## config.mk

```make
export PLATFORM = sky130hd
export DESIGN_NAME = bcd_updown_counter
export DESIGN_NICKNAME = d
export VERILOG_FILES = /design/src/rtl/bcd_pkg.sv /design/src/rtl/bcd_digit.sv /design/src/rtl/bcd_updown_counter.sv
export SDC_FILE = /design/constraint.sdc
export NUM_CORES = 1
export LEC_CHECK = 0
export ABC_AREA = 1
export BUFFER_PORTS_ARGS = -buffer_cell sky130_fd_sc_hd__buf_2
export CAP_MARGIN = 0
export CORE_ASPECT_RATIO = 0.75
export CORE_MARGIN = 2
export CORE_UTILIZATION = 38
export CTS_CLUSTER_DIAMETER = 200
export DETAILED_ROUTE_END_ITERATION = 12
export MAX_ROUTING_LAYER = met4
export PLACE_DENSITY = 0.59
export SLEW_MARGIN = 5
export SYNTH_ARGS = -nofsm -noshare
export SYNTH_HDL_FRONTEND = slang
export SYNTH_SLANG_ARGS = --single-unit
```

## constraint.sdc

```tcl
create_clock -name clk -period 2 [get_ports clk]
set_input_delay 0.4 -clock clk [delete_from_list [all_inputs] [get_ports clk]]
set_output_delay 0.4 -clock clk [all_outputs]
set_load 0.02 [all_outputs]
```

## src/rtl/bcd_pkg.sv

```systemverilog
// Shared BCD constants and helpers for the packed-BCD counter family.
package bcd_pkg;

   localparam int         BCD_W    = 4;
   localparam logic [3:0] BCD_NINE = 4'd9;

   // True when every nibble in the low `digits` positions of `value` is a decimal digit.
   function automatic logic bcd_is_valid(input logic [31:0] value, input int digits);
      logic ok;
      ok = 1'b1;
      for (int i = 0; i < 8; i++) begin
         if (i < digits && value[i*BCD_W +: BCD_W] > BCD_NINE) ok = 1'b0;
      end
      return ok;
   endfunction

endpackage

```

## src/rtl/bcd_digit.sv

```systemverilog
// One BCD nibble with 0<->9 rollover and a rippling carry/borrow.
// `ld` forces the nibble to `ld_val` and takes priority over counting.
module bcd_digit
   import bcd_pkg::*;
(
   input  logic             clk,
   input  logic             reset,
   input  logic             en,
   input  logic             up,
   input  logic             cin,
   input  logic             ld,
   input  logic [BCD_W-1:0] ld_val,
   output logic [BCD_W-1:0] q,
   output logic             cout
);

   // Carry out when counting up from 9, borrow out when counting down from 0.
   assign cout = cin & (up ? (q == BCD_NINE) : (q == 4'd0));

   // Nibble register: forced value first, otherwise step when this digit's turn arrives.
   always_ff @(posedge clk or posedge reset) begin
      if (reset) begin
         q <= 4'd0;
      end else if (ld) begin
         q <= ld_val;
      end else if (en && cin) begin
         if (up) q <= (q == BCD_NINE) ? 4'd0 : q + 4'd1;
         else    q <= (q == 4'd0) ? BCD_NINE : q - 4'd1;
      end
   end

endmodule

```

## src/rtl/bcd_updown_counter.sv

```systemverilog
// Multi-digit packed-BCD up/down counter with terminal value MAX, clear,
// validated parallel load and a combinational chainable carry/borrow.
module bcd_updown_counter
   import bcd_pkg::*;
#(
   parameter int                      DIGITS = 2,
   parameter logic [4*DIGITS-1:0]     MAX    = 8'h59
)
(
   input  logic                  clk,
   input  logic                  reset,
   input  logic                  clr,
   input  logic                  load,
   input  logic [4*DIGITS-1:0]   d,
   input  logic                  ci,
   input  logic                  up,
   output logic [4*DIGITS-1:0]   q,
   output logic                  co,
   output logic                  err
);

   localparam int W = BCD_W * DIGITS;

   if (DIGITS < 1 || DIGITS > 8) begin : g_bad_digits
      $error("bcd_updown_counter: DIGITS must be 1..8");
   end

   logic [31:0]  d_ext;
   logic         d_legal;
   logic         at_term;
   logic         wrap;
   logic         force_ld;
   logic [W-1:0] force_val;
   logic [DIGITS:0] carry;
   logic         unused_carry;

   // Packed BCD orders the same as the decimal value once every nibble is <=9,
   // so the range check works on d directly.
   assign d_ext   = 32'(d);
   assign d_legal = bcd_is_valid(d_ext, DIGITS) && (d <= MAX);

   // Terminal detect: MAX when counting up, zero when counting down.
   assign at_term = up ? (q == MAX) : (q == '0);
   assign wrap    = ci & at_term;
   assign co      = wrap & ~clr & ~load;

   // The whole word is overwritten on clear, load or terminal wrap; the digit
   // ripple only handles ordinary steps.
   assign force_ld = clr | load | wrap;

   // Value forced into all digits; clear beats load beats wrap.
   always_comb begin
      force_val = '0;
      if (!clr) begin
         if (load)     force_val = d_legal ? d : '0;
         else if (!up) force_val = MAX;
      end
   end

   // Error flag tracks the legality of the most recent load; clear leaves it alone.
   always_ff @(posedge clk or posedge reset) begin
      if (reset)              err <= 1'b0;
      else if (!clr && load)  err <= ~d_legal;
   end

   // Digit 0 always sees an active carry-in; higher digits step when all lower ones roll.
   assign carry[0] = 1'b1;

   for (genvar i = 0; i < DIGITS; i++) begin : g_digit
      bcd_digit u_digit (
         .clk    (clk),
         .reset  (reset),
         .en     (ci),
         .up     (up),
         .cin    (carry[i]),
         .ld     (force_ld),
         .ld_val (force_val[i*BCD_W +: BCD_W]),
         .q      (q[i*BCD_W +: BCD_W]),
         .cout   (carry[i+1])
      );
   end

   // The top digit's ripple is superseded by the full-word terminal compare.
   assign unused_carry = carry[DIGITS];

endmodule
```

==> results.yml <==
run_status:
  outcome: "complete, no violations"
routing:
  ant_nets: 0
  viasPerCell: 4.68
  num_vias: 987
  drc: 0
  postRouteWirelength_mm: 2.19
  routedWlPerCell_um: 10.4
  drt_first_iter_violations: 42
  firstDrtPassIters: 4
setup_path:
  cp.arrival_ns: 1.51
  crit_slowest_cell: "dfrtp_2"
  worstSetupEndpointType: "output pin"
  reg2reg_to: "g_digit[1].u_digit.q[2]$_DFFE_PP0P_"
  required_ns: 1.60
  crit_type: "register to output pin"
  cpPeakStageDelay_ns: 0.47
  crit_chain: "nor2_4 > nand2_2 > a21oi_4 > nand3_4 > nor2_1 > buf_2"
  critPathLaunchType: "register"
  r2r_start: "g_digit[0].u_digit.q[0]$_DFFE_PP0P_"
  cp_max_fo: 7
  crit_start: "g_digit[0].u_digit.q[0]$_DFFE_PP0P_"
  cpLargestDelayFamily: "flip-flops"
  reg2regPathDepth: 9
  ff2ff_setup_slack_ns: 0.50
  crit_buf_inv: 1
clock_network:
  cts_sinks: 9
  cts_root_buf: "clkbuf_4"
  cts_buffers: 3
  cts_tree: "yes"
  cts_max_path_buffers: 2
  path_clk_slew_ns: 0.06
  clock_latency_ns: 0.26
  htree_levels: 1
  hold_buffers: 0
power:
  p_int_mw: 0.375
  peakVddDrop_uv: 273
  total_power_mw: 0.643
  power_frac_clock: 0.223
  sw_frac_of_total: 0.417
  combPwrFrac: 0.404
  p_per_area_nw_per_um2: 576
  leakagePower_nw: 0.586
  p_sw_mw: 0.268
  seqPwrFrac: 0.373
global_routing:
  grt_pass1_vias: 794
  grt_max_degree: 10
  grt_antenna_before_repair: 0
  grt_first_pass_wirelength_mm: 3.44
  grtUsageTotal: 0.174
  overflow: 0
placement:
  io_buffers: 23
  dp_hpwl_mm: 1.81
  place_area_um2: 1060
  gp_congestion: 0.879
cells_and_area:
  drive_above_1_share: 0.311
  stdcell_area_um2: 1120
  fin_util: 0.492
  fin_nets: 192
  areaGrowthSynthToFinish_pct: 24.9
  insertedDiodeCount: 0
floorplanning:
  die_area_um2: 2760
  core_area_um2: 2270
  initial_core_util: 0.394
  row_count: 15
  die_height_um: 46.0
  die_w_um: 60.0
  io_pins: 24
synth:
  avgSynthCellArea_um2: 6.09
  netlist_instances: 147
  ys_ff_latch: 9
  synthesis.nets: 161
  ys_types: 21
  ys_seq_area_frac: 0.252
  synth_warnings: 0
  synth_area_um2: 895
sta:
  rsz0062_at_grt: "no"
  fmaxAchievable_mhz: 524
  min_period_ns: 1.91
  fin_tns_setup_ns: 0
  finalCritPeriodShare: 0.955
  finalSetupViolations: 0
  skew_ns: 0.00222
  tightest_slew_ns: 0.366
  maxSlewHeadroom: 0.756
  maxSlewViolCount: 0
  finalHoldViolCount: 0
hold_path:
  min_path_type: "input pin to asynchronous set/reset pin"
job:
  maxCapViolations: 0
-- cell families after synthesis --
family,count (synthesis),synth area share
AO/OA/AOI/OAI,17,0.115
XOR/XNOR,1,0.00979
flip-flops,9,0.252
AND/OR/NAND/NOR,100,0.540
buffers and inverters,20,0.0839
-- worst register-to-register path: cells and delay by family, from the launching register on --
family | cells | cell delay (ns)
simple gates | 7 | 0.58
flops | 1 | 0.47
compound gates | 1 | 0.18
buf+inv | 1 | 0.17
-- worst max path at each step --
stage          end  slack, ns  cells past startpoint
6_report        co       0.09                      6
5_1_grt         co       0.01                      6
4_1_cts         co      0.003                      6
3_5_place_dp    co       0.24                      6
3_3_place_gp    co       0.29                      6
2_1_floorplan   co       0.24                      5
-- power groups by stage --
stage          Sequential [mW]  Clock, mW  Combinational [mW]
6_report                 0.240      0.143               0.260
5_1_grt                  0.245      0.162               0.290
4_1_cts                  0.239      0.148               0.259
3_5_place_dp             0.238          0               0.255
3_3_place_gp             0.238          0               0.254
2_1_floorplan            0.256          0               0.158
-- metal layers --
metal,vias to the layer above,global-route usage,wire length [µm]
li1,531,-,-
met1,420,0.257,1130
met2,31,0.233,887
met3,5,0.0256,148
met4,0,0.0667,28
met5,-,-,0
-- synthesized netlist by cell type --
cell type | number | area, µm²
nand4_1 | 1 | 6.26
nor2_1 | 15 | 56.3
nand2_1 | 45 | 169
xor2_1 | 1 | 8.76
nand3b_1 | 1 | 7.51
o31ai_1 | 1 | 7.51
nand2_4 | 2 | 22.5
a21oi_1 | 5 | 25.0
o21ai_1 | 4 | 20.0
inv_1 | 14 | 52.6
o21ai_0 | 5 | 25.0
and2_1 | 1 | 6.26
dfrtp_1 | 9 | 225
nor2_2 | 4 | 25.0
nor2_4 | 3 | 33.8
a21oi_4 | 1 | 16.3
nand3_4 | 1 | 17.5
inv_2 | 6 | 22.5
a21oi_2 | 1 | 8.76
nand2_2 | 3 | 18.8
nand3_1 | 24 | 120
-- cell usage in the layout, fill, tap and decap left out --
master	synthesis	layout
inv_1	14	13
nand3_4	1	1
nand2_1	45	44
a21oi_2	1	1
nor2_4	3	5
a21oi_1	5	5
o31ai_1	1	1
and2_1	1	1
nand3_1	24	24
nand2_2	3	4
nand3b_1	1	1
inv_2	6	7
nand4_1	1	1
o21ai_0	5	5
nand2_4	2	2
buf_4	0	3
buf_2	0	23
nor2_2	4	2
clkbuf_1	0	1
nor2_1	15	15
dfrtp_1	9	6
o21ai_1	4	4
clkbuf_4	0	3
xor2_1	1	1
a21oi_4	1	1
dfrtp_2	0	3
-- what timing repair did --
action                                  CTS  global route
buffers inserted                          0             2
pin swaps                                 1             1
endpoints found under the setup margin    1             1
resized for setup                         5             2
-- metrics by stage --
stage,hold WS (ns),setup WS [ns],std cells
global placement,0.383,0.292,205
CTS,0.112,0.00302,209
finish,0.0943,0.0906,211
floorplan,0.228,0.235,147
detailed placement,0.398,0.244,205
global route,0.121,0.0115,211
-- area by class of cell --
class                      instances  area, µm²
inverter                          20       75.1
sequential                         9        229
tap                               34       42.5
fill                             236       1150
timing repair buffer              26        138
clock buffer                       4       26.3
multi-input combinational        118        607
-- registers in the layout (all words and copies together), names as in the netlist --
| signal | cells |
|---|---|
| g_digit.u_digit.q | 8 |
| err | 1 |
Note: power is estimated with default switching activity, not from simulation.
